**config.mk**
```make
export PLATFORM = sky130hd
export DESIGN_NAME = hps_adc_sample_fifo_flat
export DESIGN_NICKNAME = d
export VERILOG_FILES = /design/src/rtl/hps_adc_sample_fifo_if.sv /design/src/rtl/hps_adc_sample_fifo.sv /design/src/flat_wrapper.sv
export SDC_FILE = /design/constraint.sdc
export NUM_CORES = 1
export LEC_CHECK = 0
export ABC_AREA = 1
export ABC_CLOCK_PERIOD_IN_PS = 4400
export BUFFER_PORTS_ARGS = -buffer_cell sky130_fd_sc_hd__buf_2
export CAP_MARGIN = 0
export CORE_ASPECT_RATIO = 0.75
export CORE_MARGIN = 4
export CORE_UTILIZATION = 65
export DETAILED_ROUTE_END_ITERATION = 10
export PLACE_DENSITY_LB_ADDON = 0.2
export SLEW_MARGIN = 20
export SYNTH_ARGS = -nofsm -noshare
export SYNTH_HDL_FRONTEND = slang
export SYNTH_SLANG_ARGS = --single-unit
```
**constraint.sdc**
```tcl
create_clock -name clk -period 4.4 [get_ports clk]
set_input_delay 0.44 -clock clk [delete_from_list [all_inputs] [get_ports clk]]
set_output_delay 0.44 -clock clk [all_outputs]
set_load 0.005 [all_outputs]
```
**src/rtl/hps_adc_sample_fifo_if.sv**
```systemverilog
// Sample-capture and Avalon-MM register-bus signals for hps_adc_sample_fifo.
// The master side drives ADC samples and bus requests; the slave side returns readdata and irq.
interface hps_adc_sample_fifo_if #(
   parameter int DATA_W   = 12,
   parameter int CHANNELS = 8
);
   localparam int CH_W = $clog2(CHANNELS);

   logic              sample_valid;
   logic [DATA_W-1:0] sample_data;
   logic [CH_W-1:0]   sample_chan;
   logic [1:0]        address;
   logic              read;
   logic              write;
   logic [31:0]       writedata;
   logic [31:0]       readdata;
   logic              irq;

   modport master (
      output sample_valid, sample_data, sample_chan,
      output address, read, write, writedata,
      input  readdata, irq
   );

   modport slave (
      input  sample_valid, sample_data, sample_chan,
      input  address, read, write, writedata,
      output readdata, irq
   );
endinterface

```
**src/rtl/hps_adc_sample_fifo.sv**
```systemverilog
// Multi-channel tagged ADC sample FIFO with an Avalon-MM slave (read latency 1),
// per-channel capture mask, sticky overflow and a level-threshold interrupt.
module hps_adc_sample_fifo #(
   parameter int DATA_W   = 12,
   parameter int CHANNELS = 8,
   parameter int DEPTH    = 16
) (
   input logic                   clk,
   input logic                   reset,
   hps_adc_sample_fifo_if.slave  bus
);
   localparam int CH_W  = $clog2(CHANNELS);
   localparam int LVL_W = $clog2(DEPTH) + 1;
   localparam int PTR_W = LVL_W - 1;
   localparam int ENT_W = CH_W + DATA_W;

   logic [ENT_W-1:0]    mem_q [DEPTH];
   logic [PTR_W-1:0]    wr_ptr_q, wr_ptr_d;
   logic [PTR_W-1:0]    rd_ptr_q, rd_ptr_d;
   logic [LVL_W-1:0]    level_q, level_d;
   logic                ovf_q, ovf_d;
   logic                en_q, en_d;
   logic                ien_q, ien_d;
   logic [7:0]          thr_q, thr_d;
   logic [CHANNELS-1:0] mask_q, mask_d;
   logic [31:0]         rdata_q, rdata_d;
   logic                irq_q, irq_d;

   logic             empty, full, chan_ok, push_req, push, pop, flush;
   logic             wr_status, wr_ctrl, wr_mask;
   logic [ENT_W-1:0] head;

   assign empty     = (level_q == '0);
   assign full      = (level_q == LVL_W'(DEPTH));
   assign head      = mem_q[rd_ptr_q];
   assign chan_ok   = ({{(32-CH_W){1'b0}}, bus.sample_chan} < 32'(CHANNELS));
   assign push_req  = bus.sample_valid & en_q & chan_ok & mask_q[bus.sample_chan];
   assign wr_status = bus.write & (bus.address == 2'd1);
   assign wr_ctrl   = bus.write & (bus.address == 2'd2);
   assign wr_mask   = bus.write & (bus.address == 2'd3);
   assign flush     = wr_ctrl & bus.writedata[2];
   assign pop       = bus.read & (bus.address == 2'd0) & ~empty;
   // A push into a full FIFO only succeeds when a pop frees the slot in the same cycle.
   assign push      = push_req & (~full | pop) & ~flush;

   always_comb begin
      wr_ptr_d = wr_ptr_q;
      rd_ptr_d = rd_ptr_q;
      level_d  = level_q;
      ovf_d    = ovf_q;
      en_d     = en_q;
      ien_d    = ien_q;
      thr_d    = thr_q;
      mask_d   = mask_q;

      if (flush) begin
         wr_ptr_d = '0;
         rd_ptr_d = '0;
         level_d  = '0;
      end else begin
         if (push) wr_ptr_d = wr_ptr_q + 1'b1;
         if (pop)  rd_ptr_d = rd_ptr_q + 1'b1;
         case ({push, pop})
            2'b10:   level_d = level_q + 1'b1;
            2'b01:   level_d = level_q - 1'b1;
            default: level_d = level_q;
         endcase
      end

      // Set beats a same-cycle software clear.
      if (push_req & full & ~pop & ~flush) ovf_d = 1'b1;
      else if (wr_status & bus.writedata[18]) ovf_d = 1'b0;

      if (wr_ctrl) begin
         en_d  = bus.writedata[0];
         ien_d = bus.writedata[1];
         thr_d = bus.writedata[15:8];
      end
      if (wr_mask) mask_d = bus.writedata[CHANNELS-1:0];
   end

   always_comb begin
      rdata_d = '0;
      case (bus.address)
         2'd0: if (!empty) begin
            rdata_d[31]             = 1'b1;
            rdata_d[16 +: CH_W]     = head[DATA_W +: CH_W];
            rdata_d[DATA_W-1:0]     = head[DATA_W-1:0];
         end
         2'd1: begin
            rdata_d[LVL_W-1:0] = level_q;
            rdata_d[16]        = empty;
            rdata_d[17]        = full;
            rdata_d[18]        = ovf_q;
         end
         2'd2: begin
            rdata_d[0]    = en_q;
            rdata_d[1]    = ien_q;
            rdata_d[15:8] = thr_q;
         end
         default: rdata_d[CHANNELS-1:0] = mask_q;
      endcase
   end

   always_comb begin
      irq_d = ien_q & (((thr_q != 8'd0) & (16'(level_q) >= 16'(thr_q))) | ovf_q);
   end

   always_ff @(posedge clk or posedge reset) begin
      if (reset) begin
         wr_ptr_q <= '0;
         rd_ptr_q <= '0;
         level_q  <= '0;
         ovf_q    <= 1'b0;
         en_q     <= 1'b0;
         ien_q    <= 1'b0;
         thr_q    <= '0;
         mask_q   <= '1;
         rdata_q  <= '0;
         irq_q    <= 1'b0;
      end else begin
         wr_ptr_q <= wr_ptr_d;
         rd_ptr_q <= rd_ptr_d;
         level_q  <= level_d;
         ovf_q    <= ovf_d;
         en_q     <= en_d;
         ien_q    <= ien_d;
         thr_q    <= thr_d;
         mask_q   <= mask_d;
         rdata_q  <= rdata_d;
         irq_q    <= irq_d;
      end
   end

   // Storage needs no reset: level and pointers define which entries are live.
   always_ff @(posedge clk) begin
      if (push) mem_q[wr_ptr_q] <= {bus.sample_chan, bus.sample_data};
   end

   assign bus.readdata = rdata_q;
   assign bus.irq      = irq_q;
endmodule

```
**src/flat_wrapper.sv**
```systemverilog
// flat-port wrapper written by rule: the top's interface ports become plain ports
module hps_adc_sample_fifo_flat 
#(
   parameter int DATA_W   = 12,
   parameter int CHANNELS = 8,
   parameter int DEPTH    = 16
)
  (clk, reset, bus_sample_valid, bus_sample_data, bus_sample_chan, bus_address, bus_read, bus_write, bus_writedata, bus_readdata, bus_irq);
  hps_adc_sample_fifo_if #(.DATA_W(DATA_W), .CHANNELS(CHANNELS)) bus_i ();
  input logic clk;
  input logic reset;
  input wire logic [$bits(bus_i.sample_valid)-1:0] bus_sample_valid;
  input wire logic [$bits(bus_i.sample_data)-1:0] bus_sample_data;
  input wire logic [$bits(bus_i.sample_chan)-1:0] bus_sample_chan;
  input wire logic [$bits(bus_i.address)-1:0] bus_address;
  input wire logic [$bits(bus_i.read)-1:0] bus_read;
  input wire logic [$bits(bus_i.write)-1:0] bus_write;
  input wire logic [$bits(bus_i.writedata)-1:0] bus_writedata;
  output wire logic [$bits(bus_i.readdata)-1:0] bus_readdata;
  output wire logic [$bits(bus_i.irq)-1:0] bus_irq;
  assign bus_i.sample_valid = bus_sample_valid;
  assign bus_i.sample_data = bus_sample_data;
  assign bus_i.sample_chan = bus_sample_chan;
  assign bus_i.address = bus_address;
  assign bus_i.read = bus_read;
  assign bus_i.write = bus_write;
  assign bus_i.writedata = bus_writedata;
  assign bus_readdata = bus_i.readdata;
  assign bus_irq = bus_i.irq;
  hps_adc_sample_fifo #(.DATA_W(DATA_W), .CHANNELS(CHANNELS), .DEPTH(DEPTH)) u_core (.clk(clk), .reset(reset), .bus(bus_i));
endmodule
```
==> key figures <==
Clocking
  • CTS buffer count: 27
  • CTS tree: yes
  • CTS Buffer Depth: 3
  • Max H-tree Level: 1
  • Hold-fix buffers, CTS: 0
  • Clock sink total: about 290
  • CTS Root Cell: clkbuf_16
  • Setup bufs post-CTS: 0
  • Worst-Skew Late Latency: 540 ps
  • Clk pin slew, worst setup/hold paths: around 70 ps
  • Post-cts resize count: 0

Worst setup path
  • R2R Setup Slk: about 1400 ps
  • Crit path from: u_core.rd_ptr_q[1]
  • Worst-path cell chain: buf_4 > clkinv_2 > buf_4 > nor2_1 > o21ai_0 > nand3_1 > nand3_1 > nand2_1 > nand2_1 > nand2_1
  • Critical path type: reg2reg
  • Worst setup endpoint: u_core.bus.readdata[5]
  • Worst R2R Path Depth: 10
  • CP max stage cell: clkinv_2
  • CP dominant cell by count: nand2_1
  • Startpoint Class: flip-flop
  • FF-to-FF Start: u_core.rd_ptr_q[1]
  • Crit-path max cell delay: 870 ps
  • CP endpoint kind: flip-flop
  • Worst-path maximum fanout: 58
  • Crit path arrival time: roughly 3500 ps
  • Worst reg2reg endpoint: u_core.bus.readdata[5]
  • Critical Path RT: a little under 5000 ps

Global routing
  • Antenna violations before repair: 1
  • Pin count of the biggest net entering global routing: 70
  • Vias in the first global route: roughly 8,200
  • Gr ovfl total: 0
  • First-pass GRT wire length: approximately 45 mm
  • GRT Total Usage: 0.269

Logic synthesis
  • Synth Warn #: 0
  • Register bit total from synthesis: slightly below 300
  • Seq/Total Area, Yosys: 0.668
  • Synth cell types: 33
  • Synth Instances: approximately 1,200
  • Mapped Area: roughly 13,000 sq um
  • Avg Inst Size Synth: around 10 sq um

Route
  • Metal-1 WL: around 12 mm
  • Post-route ant nets: 0
  • Vias/cell: around 5.6
  • Met2 wire length: 13.9 mm
  • Initial DRC Count: around 1,100
  • Initial DRT Pass Iterations: 5
  • Via count: 8,729
  • Max Used Layer: met4
  • Drt total wl: between 20 and 30 mm
  • Metal3 WL: between 2 and 3 mm
  • Drt wl/cell: 19.0 um
  • Drc violations: 0

Pwr
  • Power Total: between 8 and 9 mW
  • Worst vdd ir: 0.000340 V
  • Pleak: roughly 6 nW
  • Cell Pwr Density: 569 nW/um^2
  • Psw: about 2.8 mW
  • Int Power: between 5 and 6 mW
  • Comb pwr share: 0.301
  • Sw Share: 0.349
  • Clk pwr share: 0.286
  • Sequential share of power: 0.413

Floorplanning
  • Die W: around 170 um
  • Row count: 44
  • I/O pin cnt: 87
  • Die height: roughly 130 um
  • Initial Util: 0.661
  • Die footprint: roughly 22,000 sq um
  • CORE AREA: approximately 19,000 sq um

Job
  • Max-Cap Viols: 0

Status
  • Status: completed

Placement
  • Routability congestion estimate: slightly below 0.9
  • Worst slack, placed: 1250 ps
  • Detailed placement HPWL: 17.2 mm
  • Port Buffers: 59

Timing
  • Slew HR: 0.221
  • Final worst setup slack: roughly 1400 ps
  • RSZ-0062 raised after global routing: no
  • Worst-margin pin slew: about 1200 ps
  • Fmax: around 0.33 GHz
  • Setup violators final: 0
  • Final min period: 3030 ps
  • Final slew viol count: 0
  • Clk_skew: between 15 and 20 ps
  • Worst Hold Slack: a little over 70 ps
  • Setup TNS: 0 ps
  • Period utilization: 0.689
  • Final Hold Vio Count: 0

Finish
  • Share of cells above drive strength 1: 0.130
  • Final design utilization: 0.734
  • Commonest non-fill, non-tap cells in the layout: 326 x nand2_1, 240 x edfxtp_1, 153 x nand3_1
  • Most common cell after layout, fill and taps aside: nand2_1
  • Post-layout nets: roughly 1,300
  • Area delta synth->final: 10.9%

Worst hold path
  • Worst hold path class: in2async
-- power by group through the flow --
stage / registers, mW / clock network (mW) / logic [mW]
4_1_cts: 3.33 / 2.32 / 2.42
6_report: 3.33 / 2.31 / 2.43
3_3_place_gp: 3.38 / 0 / 2.33
3_5_place_dp: 3.39 / 0 / 2.40
2_1_floorplan: 3.32 / 0 / 1.79
5_1_grt: 3.35 / 2.46 / 2.72
-- synthesized netlist by cell type --
cell	instances	area (sq um)
a21boi_0	1	7.51
a21oi_1	5	25.0
buf_1	3	11.3
buf_2	28	140
buf_4	23	173
buf_6	4	45.0
clkbuf_1	11	41.3
clkinv_1	1	3.75
conb_1	1	3.75
dfrtp_1	45	1130
dfstp_2	8	210
edfxtp_1	240	7210
ha_1	13	163
inv_1	122	458
inv_2	3	11.3
mux2_2	7	78.8
nand2_1	326	1220
nand2_2	4	25.0
nand3_1	153	766
nand3_2	1	10.0
nand3b_1	1	7.51
nand4_1	4	25.0
nor2_1	112	420
nor3_1	13	65.1
nor3_4	1	16.3
o211ai_1	16	120
o21ai_0	49	245
o21ai_1	14	70.1
o21bai_1	1	7.51
o22ai_1	1	6.26
o31ai_1	1	7.51
xnor2_1	3	26.3
xor2_1	4	35.0
-- worst max-delay path: cells and delay by family, from the launching register on --
kind	cells	cell delay (ps)
AOI/OAI and AO/OA	1	80
DFF	1	320
buffers and inverters	3	1830
and+or+nand+nor	6	700
-- per-stage QoR --
step | instance area, sq um | instances
final | 14200 | 1548
after global routing | 14200 | 1548
after CTS | 14200 | 1547
after detailed placement | 13300 | 1497
after global placement | 13300 | 1497
after floorplan | 12800 | 1230
-- per-layer routing --
layer | up-vias | global-route usage
li1 | 4147 | -
met2 | 404 | 0.435
met4 | 0 | 0.0704
met3 | 49 | 0.0445
met1 | 4129 | 0.391
met5 | - | 0
-- layout make-up --
| class | count | area [sq um] |
|---|---|---|
| Tap cell | 253 | 317 |
| Inverter | 126 | 475 |
| Timing Repair Buffer | 83 | 488 |
| Clock buffer | 37 | 757 |
| Fill cell | 1322 | 5150 |
| Sequential cell | 293 | 8550 |
| Antenna cell | 1 | 2.50 |
| Multi-Input combinational cell | 742 | 3470 |
| Clock inverter | 13 | 124 |
-- kinds of logic after synthesis --
group	Yosys count	synth area share
AO/OA/AOI/OAI	88	0.0383
XOR/XNOR	7	0.00480
adder cells (fa/ha/maj)	13	0.0127
buffers and inverters	195	0.0691
flip-flops	293	0.668
multiplexers	7	0.00617
other	1	0.000293
AND/OR/NAND/NOR	615	0.200
-- sequential cells by signal, indices dropped and copies added, names as in the netlist, 4 cells and up --
register and cells:
u_core.thr_q 8, u_core.mem_q 240, u_core.rd_ptr_q 4, u_core.wr_ptr_q 4, u_core.bus.readdata 20, u_core.mask_q 8
u_core.level_q 5
-- how the worst min path moves through the flow --
stage | end | slack (ps) | cells past startpoint
floorplan | u_core.bus.readdata[10] | 450 | 2
global placement | u_core.bus.readdata[11] | 480 | 2
detailed placement | u_core.bus.readdata[11] | 470 | 2
CTS | u_core.thr_q[0] | 110 | 3
global route | u_core.mask_q[5] | 130 | 2
finish | u_core.bus.readdata[10] | 70 | 2
(Power assumes the default switching activity.)
